<file path="src/rtl/dino_game_engine.sv">
// rtl/dino_game_engine.sv - dino game FSM, jump physics, obstacle channels, collision, score and speed ramp
// One game step per tick; gamedata packs the player in slot 0 and obstacles in slots 1..NUM_OBST.
module dino_game_engine #(
  parameter int NUM_OBST       = 2,
  parameter int SCREEN_W       = 160,
  parameter int GROUND_Y       = 100,
  parameter int PLAYER_X       = 16,
  parameter int JUMP_V         = 12,
  parameter int GRAVITY        = 1,
  parameter int HIT_W          = 8,
  parameter int HIT_H          = 8,
  parameter int OBST_GAP       = 64,
  parameter int SPEED_INIT     = 1,
  parameter int SPEED_MAX      = 4,
  parameter int SPEED_STEP_PTS = 100,
  parameter int SCORE_W        = 16
) (
  input  logic                       clock,
  input  logic                       rst,
  input  logic                       tick,
  input  logic                       jump,
  output logic [16*(NUM_OBST+1)-1:0] gamedata,
  output logic [SCORE_W-1:0]         score,
  output logic [1:0]                 state,
  output logic                       game_over
);

  localparam int IW = (NUM_OBST > 1) ? $clog2(NUM_OBST) : 1;
  localparam logic [7:0]         X_SPAWN   = 8'(SCREEN_W - 1);
  localparam logic [7:0]         X_GAP_MAX = 8'(SCREEN_W - 1 - OBST_GAP);
  localparam logic [7:0]         X_PLAYER  = 8'(PLAYER_X);
  localparam logic [7:0]         HIT_W8    = 8'(HIT_W);
  localparam logic [6:0]         HIT_H7    = 7'(HIT_H);
  localparam logic [6:0]         Y_GROUND  = 7'(GROUND_Y);
  localparam logic signed [7:0]  V_JUMP    = 8'(JUMP_V);
  localparam logic signed [7:0]  V_GRAV    = 8'(GRAVITY);
  localparam logic [7:0]         SPD_INIT  = 8'(SPEED_INIT);
  localparam logic [7:0]         SPD_MAX   = 8'(SPEED_MAX);
  localparam logic [15:0]        STEP_LAST = 16'(SPEED_STEP_PTS - 1);
  localparam logic [SCORE_W-1:0] SCORE_SAT = '1;

  typedef enum logic [1:0] {ST_IDLE = 2'd0, ST_RUN = 2'd1, ST_OVER = 2'd2} state_t;

  state_t              state_q, state_d;
  logic                jump_prev, jump_pending, pend_d;
  logic [7:0]          lfsr, lfsr_d;
  logic [6:0]          h, h_d;
  logic signed [7:0]   v, v_d;
  logic [SCORE_W-1:0]  score_q, score_d;
  logic [7:0]          speed, speed_d;
  logic [15:0]         step_cnt, step_d;
  logic [NUM_OBST-1:0] ob_valid, ob_valid_d;
  logic [7:0]          ob_x   [NUM_OBST];
  logic [7:0]          ob_x_d [NUM_OBST];
  logic [IW-1:0]       newest, newest_d, free_idx;
  logic                have_free, gap_ok, hit, collide, jump_edge, req, land;
  logic signed [8:0]   hv;

  function automatic logic [7:0] abs_diff(input logic [7:0] a, input logic [7:0] b);
    return (a >= b) ? a - b : b - a;
  endfunction

  assign jump_edge = jump & ~jump_prev;
  assign req       = jump_pending | jump_edge;
  assign hv        = $signed({2'b00, h}) + $signed({v[7], v});
  assign land      = (hv <= 9'sd0);

  always_comb begin
    hit       = 1'b0;
    have_free = 1'b0;
    free_idx  = '0;
    for (int c = NUM_OBST - 1; c >= 0; c--) begin
      if (ob_valid[c] && (abs_diff(ob_x[c], X_PLAYER) < HIT_W8)) hit = 1'b1;
      if (!ob_valid[c]) begin
        have_free = 1'b1;
        free_idx  = IW'(c);
      end
    end
    collide = hit && (h < HIT_H7);
    gap_ok  = !(|ob_valid) || !ob_valid[newest] || (ob_x[newest] <= X_GAP_MAX);
  end

  always_comb begin
    state_d    = state_q;
    lfsr_d     = lfsr;
    pend_d     = tick ? 1'b0 : (jump_pending | jump_edge);
    h_d        = h;
    v_d        = v;
    score_d    = score_q;
    speed_d    = speed;
    step_d     = step_cnt;
    ob_valid_d = ob_valid;
    ob_x_d     = ob_x;
    newest_d   = newest;
    if (tick) begin
      lfsr_d = {1'b0, lfsr[7:1]} ^ (lfsr[0] ? 8'hB8 : 8'h00);
      case (state_q)
        ST_IDLE: if (req) begin
          state_d    = ST_RUN;
          score_d    = '0;
          ob_valid_d = '0;
          ob_x_d     = '{default: '0};
          newest_d   = '0;
          h_d        = '0;
          v_d        = '0;
          step_d     = '0;
          speed_d    = SPD_INIT;
        end
        ST_RUN: if (collide) begin
          state_d = ST_OVER;
        end else begin
          // A jump is only taken from rest on the ground; requests in the air are dropped.
          if (h == 7'd0 && v == 8'sd0) begin
            if (req) v_d = V_JUMP;
          end else if (land) begin
            h_d = '0;
            v_d = '0;
          end else begin
            h_d = hv[6:0];
            v_d = v - V_GRAV;
          end
          for (int c = 0; c < NUM_OBST; c++) begin
            if (ob_valid[c]) begin
              if (ob_x[c] < speed) begin
                ob_valid_d[c] = 1'b0;
                ob_x_d[c]     = '0;
              end else begin
                ob_x_d[c] = ob_x[c] - speed;
              end
            end
          end
          if (lfsr[2:0] == 3'd0 && gap_ok && have_free) begin
            ob_valid_d[free_idx] = 1'b1;
            ob_x_d[free_idx]     = X_SPAWN;
            newest_d             = free_idx;
          end
          if (score_q != SCORE_SAT) score_d = score_q + 1'b1;
          if (step_cnt == STEP_LAST) begin
            step_d = '0;
            if (speed < SPD_MAX) speed_d = speed + 8'd1;
          end else begin
            step_d = step_cnt + 16'd1;
          end
        end
        ST_OVER: if (req) state_d = ST_IDLE;
        default: state_d = ST_IDLE;
      endcase
    end
  end

  always_ff @(posedge clock or negedge rst) begin
    if (!rst) begin
      state_q      <= ST_IDLE;
      jump_prev    <= 1'b0;
      jump_pending <= 1'b0;
      lfsr         <= 8'hA5;
      h            <= '0;
      v            <= '0;
      score_q      <= '0;
      speed        <= SPD_INIT;
      step_cnt     <= '0;
      ob_valid     <= '0;
      ob_x         <= '{default: '0};
      newest       <= '0;
    end else begin
      state_q      <= state_d;
      jump_prev    <= jump;
      jump_pending <= pend_d;
      lfsr         <= lfsr_d;
      h            <= h_d;
      v            <= v_d;
      score_q      <= score_d;
      speed        <= speed_d;
      step_cnt     <= step_d;
      ob_valid     <= ob_valid_d;
      ob_x         <= ob_x_d;
      newest       <= newest_d;
    end
  end

  always_comb begin
    gamedata        = '0;
    gamedata[15:0]  = {1'b1, Y_GROUND - h, X_PLAYER};
    for (int c = 0; c < NUM_OBST; c++)
      gamedata[16*(c+1) +: 16] = {ob_valid[c], (ob_valid[c] ? Y_GROUND : 7'd0), ob_x[c]};
  end

  assign score     = score_q;
  assign state     = state_q;
  assign game_over = (state_q == ST_OVER);

endmodule

</file>
<file path="config.mk">
export PLATFORM = sky130hd
export DESIGN_NAME = dino_game_engine
export DESIGN_NICKNAME = d
export VERILOG_FILES = /design/src/rtl/dino_game_engine.sv
export SDC_FILE = /design/constraint.sdc
export NUM_CORES = 1
export LEC_CHECK = 0
export ABC_AREA = 1
export BUFFER_PORTS_ARGS = -buffer_cell sky130_fd_sc_hd__buf_2
export CAP_MARGIN = 20
export CORE_MARGIN = 2
export CORE_UTILIZATION = 45
export CTS_CLUSTER_SIZE = 12
export DETAILED_ROUTE_END_ITERATION = 12
export GPL_TIMING_DRIVEN = 0
export PLACE_DENSITY_LB_ADDON = 0.3
export SETUP_SLACK_MARGIN = 0.1
export SYNTH_ARGS = -nofsm -noshare
export SYNTH_HDL_FRONTEND = slang
export SYNTH_SLANG_ARGS = --single-unit
</file>
<file path="constraint.sdc">
create_clock -name clock -period 3 [get_ports clock]
set_clock_uncertainty 0.15 [all_clocks]
set_input_delay 0.75 -clock clock [delete_from_list [all_inputs] [get_ports clock]]
set_output_delay 0.75 -clock clock [all_outputs]
set_load 0.01 [all_outputs]
</file>
==> impl_metrics.tcl <==
set metrics [dict create \
    grt.total_usage_pct 21.24 \
    first_iter_violations 551 \
    yosysSeqAreaShare_pct 33.78 \
    drt-total-wl_mm 15.48 \
    die_x_um 123.2 \
    cts_tree "built" \
    drc 0 \
    cts_resized 0 \
    yosysUniqueCellTypes 43 \
    maxSlewViolCount 0 \
    ys.flop_type "dfrtp_1" \
    timing.rr.start "gamedata[37]" \
    critPathLaunchType "flip-flop" \
    rr_worst_depth 14 \
    slew-limit-headroom_pct 57.20 \
    fill_cells 1389 \
    antenna_found_initial 0 \
    synth-async-reset-ratio_pct 100.0 \
    ios 71 \
    vias_per_cell 5.069 \
    leakagePower_nw 3.845 \
    post_cts_buffers 0 \
    h-tree-depth 3 \
    ys_ff_latch 86 \
    clk_latency_ns 0.34 \
    r2r_end "step_cnt[14]" \
    tns_ns 0 \
    place_congestion 0.8960 \
    vias 5926 \
    nNetsFinal 1025 \
    synth-edff-count 0 \
    path_max_fanout 10 \
    grt_max_degree 51 \
    cts_sinks 86 \
    tightest_slew_ns 0.6368 \
    dieArea_mm2 0.01517 \
    peakVddDrop_mv 0.3795 \
    antenna_cells 0 \
    min_period_ns 2.709 \
    fin_ws_ns 0.2909 \
    hold_buffers 0 \
    dp_hpwl_mm 11.70 \
    yosysTopAreaCellShare_pct 31.72 \
    yosysMostFrequentCell "nand2_1" \
    path_clk_slew_ns 0.06 \
    hold_violations 0 \
    layout-drive-gt1-share_pct 12.84 \
    ys_top_cells_by_count "nand2_1 (263), inv_1 (115), dfrtp_1 (81)" \
    path_class "flip-flop to flip-flop" \
    powerDensity_mw_per_mm2 840.7 \
    rsz0062_at_grt "false" \
    syn_area_mm2 0.006390 \
    yosysTopAreaCell "dfrtp_1" \
    io_buffers 52 \
    fp.dieH_um 123.2 \
    rrSetupSlack_ns 0.29 \
    cp.required_ns 3.04 \
    hp-class "input pin to async pin" \
    grt_pass1_vias 5149 \
    setup_viol 0 \
    hold_slack_ns 0.2463 \
    avgSynthCellArea_um2 7.061 \
    clock.fmax_mhz 369.1 \
    period_share_pct 90.30 \
    numCtsBuffers 9 \
    grt_pass1_wl_mm 25.56 \
    synth.area.top_cells "dfrtp_1 (32%), nand2_1 (15%), inv_1 (6.8%)" \
    netlist_instances 905 \
    status "completed" \
    yosys_warnings 0 \
    dp_slack_ns 0.3222 \
    fp.coreArea_mm2 0.01388 \
    grt_overflow 0 \
    area_growth_pct 13.90 \
    worstSetupEndpointType "flip-flop" \
    final_util_pct 52.43 \
    drv_cap 0 \
    worstPathArrival_ns 2.75 \
    rows 43 \
    root_buffer "clkbuf_16" \
    firstDrtPassIters 5 \
    initial_core_util_pct 46.03 \
    wl_per_cell_um 13.24 \
    cts_buffer_depth 2 \
    ant_nets 0 \
]
## sequential cells by signal, summed over array words and instances (netlist names)
register      count
gamedata         16
score            16
step_cnt         16
lfsr              8
speed             8
v                 8
h                 7
ob_valid          2
state             2
jump_pending      1
jump_prev         1
newest            1
## cell families after synthesis
logic type / synth area share (%)
AO/OA/AOI/OAI: 8.655
XOR/XNOR: 5.620
adder cells (fa/ha/maj): 7.597
buffers and inverters: 11.77
flip-flops: 33.78
other: 0.1175
AND/OR/NAND/NOR: 32.47
## through the flow
| step | power (mW) | instances | cell area [µm²] |
|---|---|---|---|
| final | 6.119 | 1169 | 7278 |
| after global routing | 6.674 | 1169 | 7278 |
| after CTS | 6.155 | 1169 | 7278 |
| after detailed placement | 4.933 | 1153 | 6962 |
| after global placement | 4.894 | 1152 | 6932 |
| after floorplan | 4.076 | 920 | 6446 |
## power breakdown
| part | total, mW | internal [mW] | switching, mW |
|---|---|---|---|
| combinational | 3.25 | 1.23 | 2.02 |
| clock | 1.21 | 0.751 | 0.456 |
| sequential | 1.66 | 1.39 | 0.270 |
## per-layer routing
metal	track usage, %	up-vias	routed length, µm
li1	-	3050	-
met1	31.50	2742	7630
met2	32.66	120	7010
met3	2.583	14	673
met4	5.824	0	166
met5	0	-	0
## worst max-delay path, cell delays in order (launching register included)
cell and delay [ns]:
dfrtp_1 0.44, inv_1 0.18, ha_1 0.21, nand2_2 0.07, nor2_2 0.09, nand2_1 0.07
inv_1 0.05, nand2_1 0.04, nand3_1 0.17, nand2_2 0.12, nand3_4 0.14, nand2_2 0.12
inv_2 0.11, clkbuf_1 0.44, o21ai_0 0.17
## final cells by class
| cell class | instances | area [µm²] | area share, % |
|---|---|---|---|
| Multi-Input combinational cell | 671 | 3536 | 48.58 |
| Inverter | 120 | 450.4 | 6.189 |
| Tap cell | 180 | 225.2 | 3.094 |
| Clock inverter | 4 | 70.07 | 0.9627 |
| Timing Repair Buffer | 53 | 290.3 | 3.988 |
| Buffer | 43 | 301.5 | 4.143 |
| Clock buffer | 12 | 246.5 | 3.387 |
| Sequential cell | 86 | 2158 | 29.65 |
## layout by cell type, fill, tap and decap left out, types with 2 or more instances in the layout
master     synthesis  layout
nand2_1          263     263
inv_1            115     115
dfrtp_1           81      81
nand3_1           73      73
nor2_1            71      71
buf_2              3      54
o21ai_0           47      47
ha_1              34      34
xor2_1            26      26
nand4_1           25      25
buf_4             24      25
a21oi_1           20      20
conb_1             2      17
nor3_1            16      16
xnor2_1           15      15
clkbuf_1           9      11
o21ai_1           10      10
clkbuf_16          0       9
o22ai_1            8       8
buf_6              6       6
nor4_1             6       6
inv_2              5       5
nand2_2            5       5
nand3b_1           5       5
dfstp_2            5       5
o221ai_1           4       4
or2_2              3       3
o211ai_1           3       3
fa_1               3       3
nor2_2             2       2
nand3_2            2       2
nor4_2             2       2
clkinv_2           0       2
bufinv_16          0       2
## worst max-delay path by stage
stage / end / slack, ns / depth (start not counted) / start
final: step_cnt[14] / 0.29 / 14 / gamedata[37]
after global placement: score[5] / 0.14 / 1 / rst
after CTS: step_cnt[13] / 0.29 / 14 / gamedata[37]
after floorplan: gamedata[17] / 0.80 / 13 / speed[0]
after global routing: step_cnt[13] / 0.11 / 14 / gamedata[37]
after detailed placement: gamedata[23] / 0.32 / 14 / gamedata[37]
Note: power is estimated with default switching activity, not from simulation.
